`src/rtl/pwm_meas_pkg.sv`:
```
// Shared types and constants for the PWM duty meter.
// Holds the measurement and divider state encodings.
package pwm_meas_pkg;

    localparam int PCT_SCALE = 100;
    localparam int DUTY_W    = 7;

    typedef enum logic {
        IDLE,
        MEASURE
    } meas_state_e;

    typedef enum logic [1:0] {
        DIV_IDLE,
        DIV_RUN,
        DIV_DONE
    } div_state_e;

endpackage

```
`src/rtl/seq_divider.sv`:
```
// Unsigned restoring divider, one quotient bit per clock.
// start/busy/done handshake with a synchronous abort.
module seq_divider
    import pwm_meas_pkg::*;
#(
    parameter int NUM_W = 17,
    parameter int DEN_W = 10
) (
    input  logic             clk,
    input  logic             rst,
    input  logic             abort,
    input  logic             start,
    input  logic [NUM_W-1:0] dividend,
    input  logic [DEN_W-1:0] divisor,
    output logic             busy,
    output logic             done,
    output logic [NUM_W-1:0] quotient,
    output logic [DEN_W-1:0] remainder
);
    localparam int IT_W = $clog2(NUM_W);
    localparam logic [IT_W-1:0] LAST_IT = IT_W'(NUM_W - 1);

    div_state_e       st_q;
    div_state_e       st_d;
    logic [NUM_W-1:0] quo_q;
    logic [DEN_W-1:0] rem_q;
    logic [DEN_W-1:0] den_q;
    logic [IT_W-1:0]  it_q;
    logic [DEN_W:0]   trial;
    logic [DEN_W:0]   diff;
    logic             ge;
    logic             load;

    // Numerator bits shift out the top while quotient bits fill the bottom.
    assign trial = {rem_q, quo_q[NUM_W-1]};
    assign diff  = trial - {1'b0, den_q};
    assign ge    = trial >= {1'b0, den_q};
    assign load  = (st_q == DIV_IDLE) && (st_d == DIV_RUN);

    always_comb begin
        st_d = st_q;
        unique case (st_q)
            DIV_IDLE: if (start) st_d = DIV_RUN;
            DIV_RUN:  if (it_q == LAST_IT) st_d = DIV_DONE;
            DIV_DONE: st_d = DIV_IDLE;
            default:  st_d = DIV_IDLE;
        endcase
        if (abort) st_d = DIV_IDLE;
    end

    always_ff @(posedge clk or posedge rst) begin
        if (rst) st_q <= DIV_IDLE;
        else     st_q <= st_d;
    end

    always_ff @(posedge clk or posedge rst) begin
        if (rst) begin
            quo_q <= '0;
            rem_q <= '0;
            den_q <= '0;
            it_q  <= '0;
        end else if (load) begin
            quo_q <= dividend;
            rem_q <= '0;
            den_q <= divisor;
            it_q  <= '0;
        end else if (st_q == DIV_RUN) begin
            quo_q <= {quo_q[NUM_W-2:0], ge};
            rem_q <= ge ? diff[DEN_W-1:0] : trial[DEN_W-1:0];
            it_q  <= it_q + 1'b1;
        end
    end

    assign busy      = (st_q != DIV_IDLE);
    assign done      = (st_q == DIV_DONE);
    assign quotient  = quo_q;
    assign remainder = rem_q;

endmodule

```
`src/rtl/pwm_duty_meter.sv`:
```
// Measures period and duty of an asynchronous PWM input.
// Each accepted period feeds the sequential divider; results strobe meas_valid.
module pwm_duty_meter
    import pwm_meas_pkg::*;
#(
    parameter int MAX_PERIOD  = 1000,
    parameter int SYNC_STAGES = 2,
    parameter int CNT_W       = $clog2(MAX_PERIOD + 1)
) (
    input  logic              org_clk,
    input  logic              sys_rst,
    input  logic              pwm_in,
    output logic [DUTY_W-1:0] duty_cycle,
    output logic [CNT_W-1:0]  period,
    output logic              meas_valid,
    output logic              timeout,
    output logic              overrun
);
    localparam int NUM_W = CNT_W + DUTY_W;
    localparam logic [CNT_W-1:0] MAX_CNT = CNT_W'(MAX_PERIOD);

    logic [SYNC_STAGES-1:0] sync_q;
    logic [SYNC_STAGES:0]   fill_q;
    logic                   pwm_s;
    logic                   pwm_s_d;
    logic                   rise;

    meas_state_e st_q;
    meas_state_e st_d;
    logic        tmo;
    logic        sample;

    logic [CNT_W-1:0] per_cnt;
    logic [CNT_W-1:0] hi_cnt;
    logic [CNT_W-1:0] p_lat;

    logic              div_start;
    logic              div_busy;
    logic              div_done;
    logic [NUM_W-1:0]  dividend;
    logic [NUM_W-1:0]  quo;
    logic [CNT_W-1:0]  unused_rem;
    logic [DUTY_W-1:0] duty_div;

    // fill_q keeps reset-cleared flops from posing as a real low level.
    always_ff @(posedge org_clk or posedge sys_rst) begin
        if (sys_rst) begin
            sync_q  <= '0;
            fill_q  <= '0;
            pwm_s_d <= 1'b0;
        end else begin
            sync_q  <= {sync_q[SYNC_STAGES-2:0], pwm_in};
            fill_q  <= {fill_q[SYNC_STAGES-1:0], 1'b1};
            pwm_s_d <= pwm_s;
        end
    end

    assign pwm_s = sync_q[SYNC_STAGES-1];
    assign rise  = pwm_s & ~pwm_s_d & fill_q[SYNC_STAGES];

    always_comb begin
        st_d = st_q;
        tmo  = 1'b0;
        unique case (st_q)
            IDLE: if (rise) st_d = MEASURE;
            MEASURE: begin
                if (!rise && per_cnt == MAX_CNT) begin
                    st_d = IDLE;
                    tmo  = 1'b1;
                end
            end
            default: st_d = IDLE;
        endcase
    end

    always_ff @(posedge org_clk or posedge sys_rst) begin
        if (sys_rst) st_q <= IDLE;
        else         st_q <= st_d;
    end

    assign sample    = rise && (st_q == MEASURE);
    assign div_start = sample && !div_busy;

    always_ff @(posedge org_clk or posedge sys_rst) begin
        if (sys_rst) begin
            per_cnt <= '0;
            hi_cnt  <= '0;
            p_lat   <= '0;
        end else begin
            if (tmo) begin
                per_cnt <= '0;
                hi_cnt  <= '0;
            end else if (rise) begin
                per_cnt <= CNT_W'(1);
                hi_cnt  <= CNT_W'(1);
            end else if (st_q == MEASURE) begin
                if (per_cnt != MAX_CNT) per_cnt <= per_cnt + 1'b1;
                if (pwm_s && hi_cnt != MAX_CNT) hi_cnt <= hi_cnt + 1'b1;
            end
            if (div_start) p_lat <= per_cnt;
        end
    end

    assign dividend = NUM_W'(hi_cnt) * NUM_W'(PCT_SCALE);

    seq_divider #(
        .NUM_W(NUM_W),
        .DEN_W(CNT_W)
    ) u_div (
        .clk      (org_clk),
        .rst      (sys_rst),
        .abort    (tmo),
        .start    (div_start),
        .dividend (dividend),
        .divisor  (per_cnt),
        .busy     (div_busy),
        .done     (div_done),
        .quotient (quo),
        .remainder(unused_rem)
    );

    assign duty_div = (quo > NUM_W'(PCT_SCALE)) ? DUTY_W'(PCT_SCALE)
                                                : quo[DUTY_W-1:0];

    // A timeout outranks a finishing divide; its result is dropped.
    always_ff @(posedge org_clk or posedge sys_rst) begin
        if (sys_rst) begin
            duty_cycle <= '0;
            period     <= '0;
            meas_valid <= 1'b0;
            timeout    <= 1'b0;
            overrun    <= 1'b0;
        end else begin
            meas_valid <= 1'b0;
            overrun    <= sample && div_busy;
            if (tmo) begin
                duty_cycle <= pwm_s ? DUTY_W'(PCT_SCALE) : '0;
                period     <= '0;
                timeout    <= 1'b1;
                meas_valid <= 1'b1;
            end else if (div_done) begin
                duty_cycle <= duty_div;
                period     <= p_lat;
                timeout    <= 1'b0;
                meas_valid <= 1'b1;
            end
        end
    end

endmodule

```
`config.mk`:
```
export PLATFORM = sky130hd
export DESIGN_NAME = pwm_duty_meter
export DESIGN_NICKNAME = d
export VERILOG_FILES = /design/src/rtl/pwm_meas_pkg.sv /design/src/rtl/seq_divider.sv /design/src/rtl/pwm_duty_meter.sv
export SDC_FILE = /design/constraint.sdc
export NUM_CORES = 1
export LEC_CHECK = 0
export ABC_AREA = 1
export CAP_MARGIN = 20
export CORE_MARGIN = 4
export CORE_UTILIZATION = 55
export CTS_CLUSTER_DIAMETER = 60
export DETAILED_ROUTE_END_ITERATION = 8
export HOLD_SLACK_MARGIN = 0.02
export PLACE_DENSITY_LB_ADDON = 0.15
export SLEW_MARGIN = 0
export SYNTH_ARGS = -nofsm -noshare
export SYNTH_HDL_FRONTEND = slang
export SYNTH_SLANG_ARGS = --single-unit
```
`constraint.sdc`:
```
create_clock -name org_clk -period 3.6 [get_ports org_clk]
set_clock_uncertainty 0.05 [all_clocks]
set_input_delay 0.36 -clock org_clk [delete_from_list [all_inputs] [get_ports org_clk]]
set_output_delay 0.36 -clock org_clk [all_outputs]
set_load 0.03 [all_outputs]
```
==> results.tsv <==
metric	value	unit
outcome	completed	
summed_negative_setup_slack_over_all_endpoints	0	ns
fp.dieW	113	µm
n_fill_cell	970	
dpl.cell_count	904	
critical_path.endpoint_type	flip-flop	
drc	0	
largest_incremental_delay_on_the_critical_path	0.49	ns
syn-num-nets	818	
rsz0062_at_grt	false	
period_minus_slack	2.99	ns
power.density_cell_area	698	nW/µm²
arrival	3.21	ns
initial_antenna_violation_count	0	
floorplan.initialDensity	56.3	%
register_area	2530	µm²
ys_seq_area_share	41.4	%
synth.cell_area	6110	µm²
setup-violations-final	0	
rr_startpoint	hi_cnt[6]	
timing.final.crit_share	83.0	%
multi_input_area	3000	µm²
slew_violations	0	
fin_worst_hold_slack	0.312	ns
cts.repair_timing.setup_buffer_count	0	
worst_setup_path_startpoint	hi_cnt[6]	
drive_gt1_share	6.67	%
avgViaCountPerCell	5.37	
drt-pass1-iter-count	5	
wl_per_cell	14.3	µm
via_total_after_detailed_routing	4939	
design.core.area	10800	µm²
maximum_count_of_clock_buffers_along_a_single_path	2	
clk_sinks	101	
post_cts.resized_instances	0	
place.detailed.hpwl	9.83	mm
clk_pin_slew_worst_paths	0.11	ns
routed_wirelength	13.1	mm
pin_count	23	
slowest_stage	sky130_fd_sc_hd__fa_1	
finalWeightedCongestion	0.883	
clk_latency	0.37	ns
cp-start-kind	flip-flop	
syn-mean-instance-area	8.08	µm²
worst_pin_slew	0.690	ns
floorplan.die.height	113	µm
grt.total_usage	21.7	%
fp.dieArea	12900	µm²
drv.max_cap_violation_count	0	
cts-buffers-inserted	9	
worst_hold_startpoint	fill_q[1]	
worst-setup-path-type	reg2reg	
place_ws	0.640	ns
finalPower	4.65	mW
rows	38	
worst_slew_margin_rel	53.9	%
finalHoldViolCount	0	
worst-path-max-fanout	6	
route.antenna.remaining_nets	0	
finalNonFillerCells	920	
grt_first_pass_wirelength	22.7	mm
cell_variety_after_synth	39	
timing.hold.worst.class	reg2reg	
synth_seq_cells	101	
yosys_warnings	0	
setup_slack	0.613	ns
power.ir.vdd_worst	0.351	mV
cts_tree	done	
drt_iter0_markers	325	
grt_start_max_net_pins	52	
max_clock_freq	335	MHz
worst_path_most_repeated_cell	sky130_fd_sc_hd__ha_1	
first_global_vias	4837	
final_net_count	837	
syn-instance-count	756	
port_buffers	22	
flow.area_growth_from_synthesis	8.99	%
cells_traversed_along_the_worst_timing_path	ha_1, ha_1, inv_1, fa_1, inv_1, ha_1, a21oi_1, nor2_1, nor2_1, a21o_1, nand3_1, nand2_1, nand2_1	
globalRoute.totalOverflow	0	
cts.hold.buffers_added	0	
leakagePower	3.53	nW
ctsRootBufferMaster	sky130_fd_sc_hd__clkbuf_8	
htree_num_levels	3	
worst_path_required_time	3.82	ns
num_antenna_cells	0	
-- kinds of logic (layout without fill, tap and decap cells) --
logic type      Yosys count  count (layout)  share of synthesized area (%)
buf+inv                 141             165                           9.46
compound gates          103             103                           9.63
other cells               1               1                         0.0614
flops                   101             101                           41.4
fa+ha+maj                59              59                           12.8
xor+xnor                 15              15                           2.15
simple gates            336             336                           24.5
-- layout make-up --
cell class | count | area share [%]
clock buffer | 9 | 1.86
clock inverter | 7 | 1.52
inverter | 123 | 6.97
tap | 140 | 2.63
sequential | 101 | 38.0
multi-input combinational | 514 | 45.1
timing repair buffer | 26 | 3.95
-- per-stage QoR --
step	utilization [%]	instance area (µm²)
floorplan	-	6110
global placement	59.3	6430
detailed placement	59.3	6430
CTS	61.4	6660
global route	61.4	6660
finish	61.4	6660
-- layout by cell type (no fill, tap or decap), drive strengths merged, types with 2 or more instances in the layout --
cell type,count
buf,4
nor3,9
o211ai,2
nand3,56
dfrtp,101
inv,126
fa,6
nand4,13
a21o,2
a31oi,3
a21oi,16
nand3b,9
nor2,41
o22ai,2
clkdlybuf4s50,22
xnor2,4
ha,53
clkinv,2
o21ai,72
clkbuf,9
nand2,207
a22oi,3
xor2,11
o221ai,2
-- power by group --
part / switching (mW) / internal [mW]
registers: 0.223 / 1.44
logic: 1.36 / 0.823
clock network: 0.449 / 0.347
total: 2.03 / 2.61
-- state kept, by name, indices dropped and copies added, names as in the netlist, 2 cells and up --
signal / count
u_div.it_q: 5
period: 10
p_lat: 10
fill_q: 3
sync_q: 2
u_div.den_q: 10
per_cnt: 10
u_div.remainder: 10
duty_cycle: 7
hi_cnt: 10
u_div.quotient: 17
u_div.st_q: 2
-- path summary, 6_finish.rpt --
kind                                 endpoint  slack (ns)  cells after the start
max                        u_div.quotient[14]        0.61                     13
min                                 fill_q[2]        0.31                      0
max reg2reg                u_div.quotient[14]        0.61                     13
min reg2reg                         fill_q[2]        0.31                      0
max in group asynchronous  u_div.remainder[7]        2.42                      3
min in group asynchronous      u_div.den_q[3]        0.37                      2
-- worst max-delay path, delay by kind of cell (launching register included) --
kind            cells  cell delay [ns]
fa+ha+maj           4             1.44
flops               1             0.48
compound gates      2             0.43
simple gates        5             0.38
buf+inv             2             0.09
-- synthesized netlist by cell type, drive strengths merged --
| library cell | number | area, µm² |
|---|---|---|
| o22ai | 2 | 12.5 |
| nor2 | 41 | 193 |
| xor2 | 11 | 96.3 |
| ha | 53 | 663 |
| o21ai | 72 | 398 |
| clkbuf | 5 | 20.0 |
| fa | 6 | 120 |
| a21o | 2 | 15.0 |
| nand3 | 56 | 298 |
| a22oi | 3 | 22.5 |
| xnor2 | 4 | 35.0 |
| nand2 | 207 | 795 |
| dfrtp | 101 | 2530 |
| a31oi | 3 | 18.8 |
| nand3b | 9 | 67.6 |
| buf | 13 | 96.3 |
| nand4 | 13 | 81.3 |
| o221ai | 2 | 17.5 |
| or2 | 1 | 6.26 |
| nor3 | 9 | 56.3 |
| a22o | 1 | 8.76 |
| o211ai | 2 | 15.0 |
| inv | 123 | 462 |
| a21oi | 16 | 80.1 |
| conb | 1 | 3.75 |
-- routing by layer --
layer / GRT usage, % / part of all wire [%]
met4: 8.81 / 2.7
met5: 0 / 0
met3: 2.44 / 2.7
met1: 27.9 / 45
met2: 37.6 / 50
No activity file was read; power rests on OpenSTA's default activity.
